==> config.mk <==
export PLATFORM = sky130hd
export DESIGN_NAME = irq_controller_flat
export DESIGN_NICKNAME = d
export VERILOG_FILES = /design/src/rtl/irq_controller_if.sv /design/src/rtl/irq_controller.sv /design/src/flat_wrapper.sv
export SDC_FILE = /design/constraint.sdc
export NUM_CORES = 1
export LEC_CHECK = 0
export BUFFER_PORTS_ARGS = -buffer_cell sky130_fd_sc_hd__buf_2
export CORE_MARGIN = 5
export CORE_UTILIZATION = 40
export DETAILED_ROUTE_END_ITERATION = 8
export REMOVE_ABC_BUFFERS = 1
export SLEW_MARGIN = 25
export SYNTH_ARGS = -nofsm -noshare
export SYNTH_HDL_FRONTEND = slang
export SYNTH_SLANG_ARGS = --single-unit
==> constraint.sdc <==
create_clock -name clk -period 3.65 [get_ports clk]
set_clock_uncertainty 0.15 [all_clocks]
set_input_delay 0.365 -clock clk [delete_from_list [all_inputs] [get_ports clk]]
set_output_delay 0.365 -clock clk [all_outputs]
set_load 0.05 [all_outputs]
==> src/rtl/irq_controller_if.sv <==
// Register-port bundle for irq_controller: one-cycle strobe, no wait states,
// read data registered and held until the next read.
interface irq_controller_if;
  logic        reg_en;
  logic        reg_write;
  logic [1:0]  reg_addr;
  logic [31:0] reg_wdata;
  logic [31:0] reg_rdata;

  modport master (
    output reg_en, reg_write, reg_addr, reg_wdata,
    input  reg_rdata
  );

  modport slave (
    input  reg_en, reg_write, reg_addr, reg_wdata,
    output reg_rdata
  );
endinterface

==> src/rtl/irq_controller.sv <==
// Fixed-priority external interrupt controller with claim/complete handshake.
// Define IRQ_SYNC_EN to put a 2-flop synchroniser on every src line.
module irq_controller #(
  parameter int NUM_SRC = 8
) (
  input  logic               clk,
  input  logic               reset,
  input  logic [NUM_SRC-1:0] src,
  irq_controller_if.slave    bus,
  output logic               ext_int
);

  logic [NUM_SRC-1:0] enable, edge_mode, pending, in_service, prev;
  logic [NUM_SRC-1:0] pending_n, in_service_n;
  logic [NUM_SRC-1:0] level, cand, claim_mask;
  logic [4:0]         claim_id, cid;
  logic               claim_valid, rd, wr, claim, complete, w1c, edge_wr;
  logic               unused_wdata;

`ifdef IRQ_SYNC_EN
  logic [NUM_SRC-1:0] sync_p0, sync_p1;

  // Synchroniser stage boundary: src -> sync_p0 -> sync_p1
  always_ff @(posedge clk or posedge reset) begin
    if (reset) begin
      sync_p0 <= '0;
      sync_p1 <= '0;
    end else begin
      sync_p0 <= src;
      sync_p1 <= sync_p0;
    end
  end
  assign level = sync_p1;
`else
  assign level = src;
`endif

  assign rd       = bus.reg_en & ~bus.reg_write;
  assign wr       = bus.reg_en &  bus.reg_write;
  assign cid      = bus.reg_wdata[4:0];
  assign cand     = pending & enable & ~in_service;
  assign claim    = rd & (bus.reg_addr == 2'd3) & claim_valid;
  assign complete = wr & (bus.reg_addr == 2'd3);
  assign w1c      = wr & (bus.reg_addr == 2'd2);
  assign edge_wr  = wr & (bus.reg_addr == 2'd1);
  assign unused_wdata = ^bus.reg_wdata;

  // Lowest-numbered candidate wins: scan downward so the last hit is the lowest id.
  always_comb begin
    claim_valid = |cand;
    claim_mask  = '0;
    claim_id    = '0;
    for (int i = NUM_SRC - 1; i >= 0; i--) begin
      if (cand[i]) begin
        claim_mask    = '0;
        claim_mask[i] = 1'b1;
        claim_id      = i[4:0];
      end
    end
  end

  // A fresh edge outranks a claim or W1C clear; a mode change always clears.
  always_comb begin
    pending_n    = pending;
    in_service_n = in_service;
    for (int i = 0; i < NUM_SRC; i++) begin
      if (edge_mode[i]) begin
        if (claim && claim_mask[i])       pending_n[i] = 1'b0;
        if (w1c && bus.reg_wdata[i])      pending_n[i] = 1'b0;
        if (level[i] && !prev[i])         pending_n[i] = 1'b1;
      end else begin
        pending_n[i] = level[i];
      end
      if (edge_wr && (bus.reg_wdata[i] != edge_mode[i])) pending_n[i] = 1'b0;
      if (claim && claim_mask[i])         in_service_n[i] = 1'b1;
      if (complete && (cid == i[4:0]))    in_service_n[i] = 1'b0;
    end
  end

  always_ff @(posedge clk or posedge reset) begin
    if (reset) begin
      enable        <= '0;
      edge_mode     <= '0;
      pending       <= '0;
      in_service    <= '0;
      prev          <= '0;
      ext_int       <= 1'b0;
      bus.reg_rdata <= '0;
    end else begin
      prev       <= level;
      pending    <= pending_n;
      in_service <= in_service_n;
      ext_int    <= |cand;
      if (wr && (bus.reg_addr == 2'd0)) enable    <= bus.reg_wdata[NUM_SRC-1:0];
      if (edge_wr)                      edge_mode <= bus.reg_wdata[NUM_SRC-1:0];
      if (rd) begin
        case (bus.reg_addr)
          2'd0:    bus.reg_rdata <= 32'(enable);
          2'd1:    bus.reg_rdata <= 32'(edge_mode);
          2'd2:    bus.reg_rdata <= 32'(pending);
          default: bus.reg_rdata <= claim_valid ? 32'(claim_id) + 32'd1 : 32'd0;
        endcase
      end
    end
  end

endmodule

==> src/flat_wrapper.sv <==
// flat-port wrapper written by rule: the top's interface ports become plain ports
module irq_controller_flat 
#(
  parameter int NUM_SRC = 8
)
  (clk, reset, src, ext_int, bus_reg_en, bus_reg_write, bus_reg_addr, bus_reg_wdata, bus_reg_rdata);
  irq_controller_if bus_i ();
  input  logic clk;
  input  logic reset;
  input  logic [NUM_SRC-1:0] src;
  output logic ext_int;
  input wire logic [$bits(bus_i.reg_en)-1:0] bus_reg_en;
  input wire logic [$bits(bus_i.reg_write)-1:0] bus_reg_write;
  input wire logic [$bits(bus_i.reg_addr)-1:0] bus_reg_addr;
  input wire logic [$bits(bus_i.reg_wdata)-1:0] bus_reg_wdata;
  output wire logic [$bits(bus_i.reg_rdata)-1:0] bus_reg_rdata;
  assign bus_i.reg_en = bus_reg_en;
  assign bus_i.reg_write = bus_reg_write;
  assign bus_i.reg_addr = bus_reg_addr;
  assign bus_i.reg_wdata = bus_reg_wdata;
  assign bus_reg_rdata = bus_i.reg_rdata;
  irq_controller #(.NUM_SRC(NUM_SRC)) u_core (.clk(clk), .reset(reset), .src(src), .bus(bus_i), .ext_int(ext_int));
endmodule
==> summary.md, run 1 <==
The clock tree synthesis step divided the H-tree into 2 levels. The mapped netlist covers 0.002685 mm2. The logs give 349 for the final layout net count and 1.305 nW for the leakage dissipation. In this run the post-CTS setup repair buffer count came out at 0. Measured along the y axis, the die boundary spans 91.93 um.

During synthesis, Yosys emitted a total of 0 warnings. Remaining antenna violation count after routing: 0. The first routing iteration left 152 violations.

In the post-synthesis netlist, the biggest area contributors are sky130_fd_sc_hd__dfrtp_1 (46%), sky130_fd_sc_hd__buf_4 (7.3%), sky130_fd_sc_hd__nand2_1 (6.0%). The final critical-path share of the clock period was 58.54%; the number of primary I/O pins was 79. Global routing used 15.63% of the available tracks.

The die outline area is 0.008451 mm2. In the routed layout, each cell is associated on average with a via count of 5.507. The placement row count was 29. The run gives 49 as the sink count of the clock tree. Clock-pin slew was measured on the worst setup and hold paths at 0.09 ns.

For the max-cap check violation count, the log shows 0. For the number of max-slew violations in the final report, the log shows 0. The run gives 2013 as the via count of the first global-routing pass. The critical path is of the reg2reg type.

The overall via count from detail_route was 2087; the highest fanout seen on the critical path was 4. The tools report the type of element launching the critical path as a flip-flop. Hold repair after CTS inserted 0 buffers. At the placement stage, the worst setup path has a slack of 1.399 ns. Total DRC errors in the routed layout: 0. The proportion of layout cells with a drive suffix above 1 is 17.22%. Synthesis handed over a netlist of 277 instances. The area fraction of the dominant cell type after synthesis works out to 45.67%.

The path class of the tightest hold or removal check is in2async. Number of hold-slack violations in the final timing report: 16. After synthesis, the share of flip-flops with an asynchronous set or reset is 100.0%.

The most common cell in the synthesized netlist is sky130_fd_sc_hd__dfrtp_1. Counting flops and latches in the post-synthesis netlist gives 49. In this run the tightest slew margin relative to its limit is 44.17%.

The mean instance size in the synthesized netlist works out to 9.693 um2. The run gives 1.513 ns as the minimum setup slack in the final design. For the worst setup path, the data required time is 3.74 ns.

Element type at the critical path end: a flip-flop. The synthesized design spends more area on one cell type than any other, namely sky130_fd_sc_hd__dfrtp_1. The run gives 0 as the number of antenna violations at the first check in global routing. The logs give 41.81% for the starting density of the core and 50 for the maximum number of pins on one net before global-route repair.

The total area inside the core boundary comes to 0.006422 mm2. The number of detailed-route iterations in the first pass is 4. The logs give 0 for the overall overflow remaining after global route and 0 for the number of diodes added for antenna fixing. The wire length of the first global-routing pass came out at 10.32 mm.

The count of buffers added on input and output ports is 30. The run finished, with violations left. Registers are responsible for 46.7% of the overall power.

The half-perimeter wire length of the detailed placement result was 4.374 mm; the endpoint arrival time on the critical path was 2.23 ns. The share of the yosys chip area belonging to registers was 45.67%; the overall die width was 91.93 um. For this design the ratio of total power to cell area is 552.6 mW/mm2.

Setup violations remaining at the end of the flow were counted as 0. In the synthesized netlist, the cells that appear most often are sky130_fd_sc_hd__dfrtp_1 (49), sky130_fd_sc_hd__nand2_1 (43), sky130_fd_sc_hd__buf_4 (26), sky130_fd_sc_hd__a21oi_1 (16), sky130_fd_sc_hd__nor2_1 (15). Clock tree synthesis inserted a total of 5 buffers. The insertion delay of the later-clocked pin in the worst-skew pair came out at 0.30 ns. The worst-case hold slack came out at -0.02042 ns.

The clock root buffer master is sky130_fd_sc_hd__clkbuf_8. Synthesis instantiated 48 different standard cells from the library. Summed over all failing endpoints, the final setup total negative slack is 0 ns. The share of total power dissipated in the clock network is 20.8%. The internal power component was 0.9809 mW; the worst reg-to-reg path cell count was 6.

The transition time at the pin with the least slew margin was 0.8329 ns; the final period demand of the worst path was 2.137 ns. The number of flops mapped to enable cells by yosys works out to 0. Dominant synthesized flop cell: sky130_fd_sc_hd__dfrtp_1. For this run, the top clock speed supported by timing is 468.0 MHz.

Across the VDD grid, the largest voltage drop is 192.2 uV. At the end of routability-driven placement, the weighted congestion stood at 0.7926. The analysis attributes to net switching a power of 0.6039 mW. The average detailed-routed wire length per instance works out to 16.64 um.

Setup repair after global routing left no endpoint under its margin. Once the clock tree was built, the resizer swapped 0 gates to a different size. The routed design has 6.307 mm of wire. TritonCTS built the clock tree.

For the buffer depth of the longest clock path, the log shows 2. From synthesis to final layout, the design area changed by 6.803%. The switching part of the total came out at 38.11%. The share of total power dissipated in combinational logic is 32.5%. The checks that failed: hold timing.
critical path: stages, from the launching register on:
cell and delay (ns):
sky130_fd_sc_hd__dfrtp_1 0.41, sky130_fd_sc_hd__and3b_1 0.22, sky130_fd_sc_hd__o211ai_1 0.31, sky130_fd_sc_hd__a311oi_1 0.15
sky130_fd_sc_hd__ha_1 0.23, sky130_fd_sc_hd__or4_1 0.51, sky130_fd_sc_hd__nand3_1 0.10
worst paths after layout:
path / to / slack, ns / from
max: u_core.bus.reg_rdata[2] / 1.51 / u_core.pending[7]
min: u_core.bus.reg_rdata[6] / -0.02 / reset
max reg2reg: u_core.bus.reg_rdata[2] / 1.51 / u_core.pending[7]
min reg2reg: u_core.bus.reg_rdata[6] / 0.33 / u_core.bus.reg_rdata[6]
max in group asynchronous: u_core.pending[1] / 2.95 / reset
min in group clk: u_core.prev[7] / 0.02 / src[7]
cell usage in the layout, fill, tap and decap left out, types with 5 or more instances in the layout:
cell                        n
sky130_fd_sc_hd__clkbuf_8   6
sky130_fd_sc_hd__o21ai_0    9
sky130_fd_sc_hd__nor2_1    15
sky130_fd_sc_hd__dfrtp_1   49
sky130_fd_sc_hd__nand3_1    5
sky130_fd_sc_hd__nand3b_1   9
sky130_fd_sc_hd__a21oi_1   16
sky130_fd_sc_hd__buf_2     30
sky130_fd_sc_hd__mux2i_1    9
sky130_fd_sc_hd__conb_1    24
sky130_fd_sc_hd__a31oi_1    6
sky130_fd_sc_hd__inv_1      7
sky130_fd_sc_hd__nand2_1   43
sky130_fd_sc_hd__nor3_1     6
sky130_fd_sc_hd__mux2_2    10
state kept, by name (all words and copies together) (netlist names):
signal                flops
u_core.bus.reg_rdata      8
u_core.edge_mode          8
u_core.enable             8
u_core.in_service         8
u_core.pending            8
u_core.prev               8
u_core.ext_int            1
cell families (layout without fill, tap and decap cells):
kind of cell    after synthesis  after routing  share of synthesized area [%]
simple gates                 98             98                          19.29
compound gates               65             65                          16.54
xor+xnor                      1              1                         0.3262
other cells                   1             24                         0.1397
flops                        49             49                          45.67
fa+ha+maj                     1              1                         0.4659
mux                          19             19                          7.549
buf+inv                      43             45                          10.02
cell type report:
type	instances	area, um2
inverters	8	32.53
repair buffers	30	150.1
fillers	634	3555
clock buffers	7	86.33
well taps	77	96.34
flip-flops and latches	49	1226
multi-input cells	208	1276
through the flow:
step	area (um2)	cells	utilization [%]	power, mW	hold WS (ns)
finish	2868	379	44.65	1.585	-0.02042
global route	2868	379	44.65	1.687	0.008662
CTS	2868	379	44.65	1.599	0.01069
detailed placement	2781	372	43.31	1.263	0.3149
global placement	2779	372	43.27	1.253	0.3084
floorplan	2532	265	-	1.129	0.2464
per-layer routing:
metal  wire length (um)  global-route usage (%)
met3                446                   3.028
met2               2855                   24.76
met4                 82                   5.198
met5                  0                       0
met1               2922                   21.52
power groups by stage:
stage / Clock [mW] / Sequential, mW / Combinational (mW)
6_report: 0.329 / 0.740 / 0.515
5_1_grt: 0.365 / 0.758 / 0.564
4_1_cts: 0.344 / 0.739 / 0.516
3_5_place_dp: 0 / 0.749 / 0.514
3_3_place_gp: 0 / 0.745 / 0.508
2_1_floorplan: 0 / 0.818 / 0.311
Note: power is estimated with default switching activity, not from simulation.
==> run 2, diff against run 1 <==
--- a/config.mk
+++ b/config.mk
@@ -5,10 +5,12 @@
 export SDC_FILE = /design/constraint.sdc
 export NUM_CORES = 1
 export LEC_CHECK = 0
+export ABC_AREA = 1
 export BUFFER_PORTS_ARGS = -buffer_cell sky130_fd_sc_hd__buf_2
 export CORE_MARGIN = 5
 export CORE_UTILIZATION = 40
 export DETAILED_ROUTE_END_ITERATION = 8
+export PLACE_DENSITY = 0.66
 export REMOVE_ABC_BUFFERS = 1
 export SLEW_MARGIN = 25
 export SYNTH_ARGS = -nofsm -noshare
==> constraint.sdc (replaced) <==
create_clock -name clk -period 1.7 [get_ports clk]
set_clock_uncertainty 0.15 [all_clocks]
set_input_delay 0.17 -clock clk [delete_from_list [all_inputs] [get_ports clk]]
set_output_delay 0.17 -clock clk [all_outputs]
set_load 0.05 [all_outputs]
==> summary.md, run 2 <==
The remaining antenna violation count after routing was 0 (unchanged); the clock transition time at the flip-flop clock pins of the worst setup and hold paths was 0.09 ns (about the same). Cell types with the largest area share after synthesis: sky130_fd_sc_hd__dfrtp_1 (44%), sky130_fd_sc_hd__nand2_1 (13%), sky130_fd_sc_hd__buf_4 (6.4%) (was sky130_fd_sc_hd__dfrtp_1 (46%), sky130_fd_sc_hd__buf_4 (7.3%), sky130_fd_sc_hd__nand2_1 (6.0%)). For the Yosys warning count, the log shows 0 (unchanged). The overall via count from detail_route is 2408 (was 2087). Number of max-slew violations in the final report: 0 (unchanged).

The ratio of total power to cell area is 908.0 mW/mm2 (was 552.6 mW/mm2), and the number of detailed-route iterations in the first pass is 4 (unchanged). Type of the worst min-delay path: in2reg (was in2async). Endpoint arrival time on the critical path: 1.65 ns (was 2.23 ns). Type of element launching the critical path: a flip-flop (unchanged). Overall global routing resource usage: 15.89% (was 15.63%). The worst-case register-to-register setup slack is 0.10 ns (was 1.51 ns).

The run finished with clean final reports. The cell count after synthesis is 351 (was 277). The highest fanout seen on the critical path was 3 (was 4); the number of filler cells placed in the layout was 674 (was 634). For the final setup violation count, the log shows 0 (unchanged). Highest ir drop seen on vdd: 306.5 uV (was 192.2 uV). The mean instance size in the synthesized netlist was 7.971 um2 (was 9.693 um2); the instance area at placement was 0.003014 mm2 (was 0.002781 mm2).

The run gives 50 (unchanged) as the maximum number of pins on one net before global-route repair. The logs give 0.002798 mm2 (was 0.002685 mm2) for the summed instance area of the synthesized netlist and 0 (was 16) for the number of hold-slack violations in the final timing report. The required time of the worst setup path was 1.76 ns (was 3.74 ns). The overall overflow remaining after global route came out at 0 (unchanged). Capturing instance or port of the critical path: u_core.bus.reg_rdata[1] (was u_core.bus.reg_rdata[2]).

The placement row count was 30 (was 29). The insertion delay of the later-clocked pin in the worst-skew pair is 0.31 ns (was 0.30 ns). The proportion of layout cells with a drive suffix above 1 was 18.54% (was 17.22%). Highest-count cells in the layout ignoring fill and taps: sky130_fd_sc_hd__nand2_1 (95), sky130_fd_sc_hd__dfrtp_1 (49), sky130_fd_sc_hd__inv_1 (38) (was sky130_fd_sc_hd__dfrtp_1 (49), sky130_fd_sc_hd__nand2_1 (43), sky130_fd_sc_hd__buf_2 (30)). The half-perimeter wire length of the detailed placement result was 4.819 mm (was 4.374 mm); the number of clock buffers inserted by TritonCTS was 5 (unchanged). Total DRC errors in the routed layout: 0 (unchanged).

The number of antenna violations at the first check in global routing is 0 (unchanged). The leakage dissipation is 1.661 nW (was 1.305 nW). The number of flops mapped to enable cells by yosys works out to 0 (unchanged). The run gives 626.4 MHz (was 468.0 MHz) as the fmax.

For the worst-case hold slack, the log shows 0.01388 ns (was -0.02042 ns). The startpoint identified for the worst hold timing path is bus_reg_wdata[1]. The number of port buffers is 30 (unchanged). The tools report the post-route cell area as 0.003288 mm2 (was 0.002868 mm2). TritonCTS built the clock tree. The startpoint of the most critical setup path was u_core.in_service[2] (was u_core.pending[7]).

The die outline area came out at 0.008767 mm2 (was 0.008451 mm2). The via count of the first global-routing pass was 2324 (was 2013). Most area-hungry cell type in the Yosys netlist: sky130_fd_sc_hd__dfrtp_1 (unchanged). Max-cap check violation count: 0 (unchanged).

The worst reg-to-reg path cell count came out at 8 (was 6). Most common cell after layout, fill and taps aside: sky130_fd_sc_hd__nand2_1 (was sky130_fd_sc_hd__dfrtp_1). The per-cell via count in the routed design is 4.759 (was 5.507), and the register cell area after layout is 0.001226 mm2 (unchanged). The final critical-path share of the clock period was 93.91% (was 58.54%); the worst setup slack before clock tree synthesis was 0.07990 ns (was 1.399 ns). The tools report the final layout net count as 456 (was 349). For the number of violations reported at the end of detailed-routing iteration 0, the log shows 132 (was 152). The sink count of the clock tree is 49 (unchanged). Most instantiated cells after synthesis: sky130_fd_sc_hd__nand2_1 (97), sky130_fd_sc_hd__dfrtp_1 (49), sky130_fd_sc_hd__inv_1 (39), sky130_fd_sc_hd__buf_4 (24), sky130_fd_sc_hd__o21ai_0 (24) (was sky130_fd_sc_hd__dfrtp_1 (49), sky130_fd_sc_hd__nand2_1 (43), sky130_fd_sc_hd__buf_4 (26), sky130_fd_sc_hd__a21oi_1 (16), sky130_fd_sc_hd__nor2_1 (15)). The average detailed-routed wire length per instance is 12.82 um (was 16.64 um), and the count of state elements after synthesis is 49 (unchanged). Startpoint-to-endpoint class of the critical path: reg2reg (unchanged). The minimum setup slack in the final design came out at 0.1035 ns (was 1.513 ns). The wire length of the first global-routing pass was 10.90 mm (was 10.32 mm).

The proportion of register bits with asynchronous set or reset after synthesis is 100.0% (unchanged). The area fraction of the dominant cell type after synthesis is 43.83% (was 45.67%). The clock root buffer master is sky130_fd_sc_hd__clkbuf_8 (unchanged). The tools report the element type at the critical path end as a flip-flop (unchanged). The logs give 6.489 mm (was 6.307 mm) for the post-detailed-routing wire length and 2 (unchanged) for the number of levels in the clock H-tree.

The tools report the number of primary I/O pins as 79 (unchanged). The final period demand of the worst path was 1.597 ns (was 2.137 ns). The total area of multi-input combinational cells was 0.001310 mm2 (was 0.001276 mm2); the chip height was 93.63 um (was 91.93 um). Last weighted congestion value of the routability-driven placer: 0.9258 (was 0.7926). The share of the yosys chip area belonging to registers came out at 43.83% (was 45.67%).

The most common cell in the synthesized netlist was sky130_fd_sc_hd__nand2_1 (was sky130_fd_sc_hd__dfrtp_1). For the number of diodes added for antenna fixing, the log shows 0 (unchanged). The post-route setup TNS is 0 ns (unchanged), and the layout-stage area growth over the synthesis result is 17.53% (was 6.803%).

The starting density of the core is 41.18% (was 41.81%). The startpoint of the worst-slack reg-to-reg timing path was u_core.in_service[2] (was u_core.pending[7]). The capture point of the worst reg-to-reg path is u_core.bus.reg_rdata[1] (was u_core.bus.reg_rdata[2]).

The dominant synthesized flop cell is sky130_fd_sc_hd__dfrtp_1 (unchanged). Setup repair after global routing could not meet its margin everywhere. The logs give 0.006794 mm2 (was 0.006422 mm2) for the placeable core area and 2 (unchanged) for the buffer depth of the longest clock path. The post-synthesis cell type count is 32 (was 48), and the overall die width is 93.63 um (was 91.93 um).
[run 2: changes by cell type after synthesis, sizes merged, moves of 5 or more]
| cell | delta |
|---|---|
| a22oi | +5 |
| a31oi | -6 |
| clkbuf | -5 |
| inv | +31 |
| mux2 | -10 |
| mux2i | -9 |
| nand2 | +60 |
| nand3 | +17 |
| nand3b | -8 |
| nand4 | +7 |
| nor2 | +8 |
| nor3 | +6 |
| o21ai | +15 |
[run 2: worst min path at each step]
stage | to | slack [ns] | cells after the start
after global placement | u_core.prev[6] | 0.08 | 3
final | u_core.edge_mode[1] | 0.01 | 3
after detailed placement | u_core.bus.reg_rdata[6] | 0.08 | 3
after global routing | u_core.edge_mode[1] | 0.07 | 3
after floorplan | u_core.prev[0] | 0.05 | 0
after CTS | u_core.edge_mode[1] | 0.02 | 3
[run 2: area by class of cell]
| type | instances | share of cell area [%] |
|---|---|---|
| clock inverters | 2 | 0.3044 |
| inverters | 40 | 4.604 |
| multi-input cells | 257 | 39.84 |
| flip-flops and latches | 49 | 37.29 |
| well taps | 96 | 3.653 |
| clock buffers | 6 | 2.207 |
| repair buffers | 56 | 12.10 |
[run 2: timing repair]
item                                    4_1_cts  5_1_grt
hold buffers                                 16        0
endpoints found under the setup margin        0        6
setup buffers                                 0        1
resized for setup                             0        9
hold endpoints to repair                     67        0
[run 2: stage by stage]
step	instances	util [%]	power, mW
6_report	506	48.40	2.986
2_1_floorplan	346	-	2.070
4_1_cts	505	47.94	3.006
3_5_place_dp	481	44.36	2.293
3_3_place_gp	481	44.36	2.273
5_1_grt	506	48.40	3.183
[run 2: power by group]
group | internal, mW | switching [mW] | leakage (nW)
sequential | 1.33 | 0.125 | 0.576
combinational | 0.245 | 0.598 | 1.04
clock | 0.286 | 0.396 | 0.0450
[run 2: logic make-up (layout without fill, tap and decap cells)]
| group | after synthesis | count (layout) | share of synthesized area [%] |
|---|---|---|---|
| other | 1 | 24 | 0.1340 |
| adders and majority gates | 1 | 1 | 0.4472 |
| buffers and inverters | 68 | 104 | 13.28 |
| AOI/OAI and AO/OA | 58 | 58 | 12.03 |
| DFF | 49 | 49 | 43.83 |
| and+or+nand+nor | 174 | 174 | 30.28 |
[run 2: routing by layer]
| metal | vias up | part of all wire (%) | wire length, um | track usage, % |
|---|---|---|---|---|
| met5 | - | 0 | 0 | 0 |
| met4 | 0 | 2.5 | 165 | 7.702 |
| met3 | 13 | 4.0 | 258 | 2.333 |
| met2 | 50 | 47 | 3065 | 25.73 |
| met1 | 1125 | 46 | 3000 | 20.76 |
| li1 | 1220 | - | - | - |
[run 2: worst max-delay path, cell delays in order, from the launching register on]
cell and delay (ns):
sky130_fd_sc_hd__dfrtp_1 0.40, sky130_fd_sc_hd__inv_1 0.08, sky130_fd_sc_hd__nand3_1 0.11, sky130_fd_sc_hd__nand2_2 0.14, sky130_fd_sc_hd__inv_1 0.06, sky130_fd_sc_hd__a21oi_1 0.16, sky130_fd_sc_hd__ha_2 0.29, sky130_fd_sc_hd__nand2_1 0.07
sky130_fd_sc_hd__nand2_1 0.05
==> run 3, diff against run 2 <==
--- a/config.mk
+++ b/config.mk
@@ -5,12 +5,12 @@
 export SDC_FILE = /design/constraint.sdc
 export NUM_CORES = 1
 export LEC_CHECK = 0
-export ABC_AREA = 1
 export BUFFER_PORTS_ARGS = -buffer_cell sky130_fd_sc_hd__buf_2
 export CORE_MARGIN = 5
 export CORE_UTILIZATION = 40
 export DETAILED_ROUTE_END_ITERATION = 8
-export PLACE_DENSITY = 0.66
+export MAX_ROUTING_LAYER = met4
+export PLACE_DENSITY = 0.67
 export REMOVE_ABC_BUFFERS = 1
 export SLEW_MARGIN = 25
 export SYNTH_ARGS = -nofsm -noshare
==> summary.md, run 3 (synthesis results as in run 1) <==
The flow ran to the end, but the final reports show violations. The final reports fail on setup timing. The run gives 0.02671 ns (was 0.01388 ns) as the worst-case hold slack.

The run gives 5 (unchanged) as the number of clock buffers inserted by TritonCTS. The run gives 5.173 mm (was 4.819 mm) as the half-perimeter wire length of the detailed placement result. The chip height is 91.93 um (was 93.63 um), and the number of max-slew violations in the final report is 0 (unchanged). The sink count of the clock tree is 49 (unchanged), and the overall global routing resource usage is 17.31% (was 15.89%).

For the post-detailed-routing wire length, the log shows 7.032 mm (was 6.489 mm). The type of element launching the critical path was a flip-flop (unchanged). The ratio of total power to cell area works out to 1115 mW/mm2 (was 908.0 mW/mm2).

Clock transition time at the flip-flop clock pins of the worst setup and hold paths: 0.09 ns (about the same). The worst-case register-to-register setup slack is -0.22 ns (was 0.10 ns), and the number of hold-slack violations in the final timing report is 0 (unchanged). The final period demand of the worst path is 1.921 ns (was 1.597 ns). The overall die width is 91.93 um (was 93.63 um), and the remaining antenna violation count after routing is 0 (unchanged). TritonCTS built the clock tree. The startpoint-to-endpoint class of the critical path was reg2reg (unchanged).

The worst stage delay on the critical path is 0.41 ns (was 0.40 ns), and the average detailed-routed wire length per instance is 15.73 um (was 12.82 um). The worst reg-to-reg path cell count works out to 6 (was 8). The startpoint of the worst-slack reg-to-reg timing path is u_core.enable[7] (was u_core.in_service[2]). The final critical-path share of the clock period came out at 113.0% (was 93.91%). The last weighted congestion value of the routability-driven placer was 0.9815 (was 0.9258); the number of primary I/O pins was 79 (unchanged). Minimum setup slack in the final design: -0.2211 ns (was 0.1035 ns).

The die outline area is 0.008451 mm2 (was 0.008767 mm2), and the per-cell via count in the routed design is 5.387 (was 4.759). The number of port buffers is 30 (unchanged), and the worst setup slack before clock tree synthesis is -0.2623 ns (was 0.07990 ns). The leakage dissipation was 1.672 nW (was 1.661 nW).

Type of the worst min-delay path: in2reg (unchanged). Worst hold path startpoint: bus_reg_wdata[2] (was bus_reg_wdata[1]). The maximum number of pins on one net before global-route repair was 34 (was 50); the final setup violation count was 6 (was 0). The fmax came out at 520.5 MHz (was 626.4 MHz).

Cell-by-cell trace of the critical path: and3b_2 -> o211ai_1 -> a311oi_2 -> ha_2 -> or4_1 -> nand3_1 (was inv_1 -> nand3_1 -> nand2_2 -> inv_1 -> a21oi_1 -> ha_2 -> nand2_1 -> nand2_1). The placement row count is 29 (was 30). The run gives 416 (was 456) as the final layout net count. The overall overflow remaining after global route came out at 0 (unchanged). The most common cell after layout, fill and taps aside was sky130_fd_sc_hd__buf_4 (was sky130_fd_sc_hd__nand2_1). Cell with the largest stage delay on the worst path: sky130_fd_sc_hd__or4_1 (was sky130_fd_sc_hd__dfrtp_1). Highest-count cells in the layout ignoring fill and taps: sky130_fd_sc_hd__buf_4 (50), sky130_fd_sc_hd__dfrtp_1 (49), sky130_fd_sc_hd__nand2_1 (41) (was sky130_fd_sc_hd__nand2_1 (95), sky130_fd_sc_hd__dfrtp_1 (49), sky130_fd_sc_hd__inv_1 (38)). Setup repair after global routing could not meet its margin everywhere.

The proportion of layout cells with a drive suffix above 1 came out at 33.51% (was 18.54%). The run gives 4 (unchanged) as the number of detailed-route iterations in the first pass. Clock root buffer master: sky130_fd_sc_hd__clkbuf_8 (unchanged).

The number of filler cells placed in the layout was 560 (was 674); the placeable core area was 0.006422 mm2 (was 0.006794 mm2). Startpoint of the most critical setup path: u_core.enable[7] (was u_core.in_service[2]). For the number of diodes added for antenna fixing, the log shows 0 (unchanged). The wire length of the first global-routing pass came out at 11.35 mm (was 10.90 mm). The run gives 417.7 uV (was 306.5 uV) as the highest ir drop seen on vdd.

The run gives 2259 (was 2324) as the via count of the first global-routing pass. The number of violations reported at the end of detailed-routing iteration 0 is 195 (was 132), and the overall via count from detail_route is 2408 (unchanged). The highest fanout seen on the critical path works out to 3 (unchanged). The run gives 2.03 ns (was 1.65 ns) as the endpoint arrival time on the critical path. The logs give 0.31 ns (about the same) for the insertion delay of the later-clocked pin in the worst-skew pair and 0 (unchanged) for the max-cap check violation count. The buffer depth of the longest clock path is 2 (unchanged), and the total DRC errors in the routed layout is 0 (unchanged).

The tools report the number of levels in the clock H-tree as 2 (unchanged). The logs give 0 (unchanged) for the number of antenna violations at the first check in global routing and 1.80 ns (was 1.76 ns) for the required time of the worst setup path. The capture point of the worst reg-to-reg path was u_core.bus.reg_rdata[2] (was u_core.bus.reg_rdata[1]). The capturing instance or port of the critical path was u_core.bus.reg_rdata[2] (was u_core.bus.reg_rdata[1]). Element type at the critical path end: a flip-flop (unchanged).

The layout-stage area growth over the synthesis result came out at 32.34% (was 17.53%). The starting density of the core came out at 41.81% (was 41.18%).
-- run 3: changes by cell type in the layout (fill, tap and decap cells not counted), moves of 10 or more --
cell / previous run / this run
sky130_fd_sc_hd__buf_4: 9 / 50
sky130_fd_sc_hd__o21ai_0: 23 / 9
sky130_fd_sc_hd__nand3_1: 18 / 5
sky130_fd_sc_hd__mux2_2: 0 / 10
sky130_fd_sc_hd__nand2_1: 95 / 41
sky130_fd_sc_hd__inv_1: 38 / 7
-- run 3: final cells by class --
type	instances	area [um2]	area share, %
sequential	49	1226	34.51
tap	77	96.34	2.711
multi-input combinational	208	1380	38.84
timing repair buffer	97	719.4	20.25
clock buffer	7	96.34	2.711
inverter	8	30.03	0.8451
clock inverter	1	5.005	0.1408
-- run 3: how the worst min path moves through the flow --
stage | end | slack [ns] | cells after the start
after global placement | u_core.prev[6] | 0.02 | 2
after detailed placement | u_core.prev[6] | 0.03 | 2
after floorplan | u_core.prev[0] | 0.05 | 0
after CTS | u_core.edge_mode[3] | 0.006 | 3
final | u_core.edge_mode[2] | 0.03 | 3
after global routing | u_core.edge_mode[3] | 0.02 | 3
-- run 3: critical path: cells and delay by family (launching register included) --
kind	cells	cell delay, ns
compound gates	2	0.42
fa+ha+maj	1	0.20
flops	1	0.38
simple gates	3	0.72
-- run 3: layer usage --
metal | vias to the layer above | track usage [%] | wire length, um | part of all wire, %
met4 | 0 | 6.683 | 167 | 2.4
met1 | 1156 | 24.03 | 3249 | 46
met2 | 97 | 25.67 | 3206 | 46
met3 | 18 | 2.455 | 408 | 5.8
li1 | 1137 | - | - | -
met5 | - | - | 0 | 0
-- run 3: through the flow --
step | total power [mW] | setup TNS (ns) | utilization, % | instances | cell area [um2]
2_1_floorplan | 2.425 | -0.3187 | - | 265 | 2532
3_3_place_gp | 2.920 | -0.3111 | 48.92 | 417 | 3142
3_5_place_dp | 2.951 | -0.3648 | 48.92 | 417 | 3142
4_1_cts | 3.851 | -0.3096 | 53.52 | 442 | 3437
5_1_grt | 4.195 | -1.222 | 55.33 | 447 | 3553
6_report | 3.963 | -0.5967 | 55.33 | 447 | 3553
-- run 3: power by group --
part / internal, mW / leakage (nW) / total, mW / switching [mW]
registers: 1.41 / 0.602 / 1.57 / 0.163
clock network: 0.368 / 0.0542 / 0.761 / 0.393
logic: 0.719 / 1.02 / 1.63 / 0.913
-- run 3: what timing repair did --
item	in CTS	in global routing
endpoints found under the setup margin	2	14
endpoints found under the hold margin	35	0
pin swaps	7	12
hold buffers	12	0
gates resized for setup	9	15
setup buffers	5	6
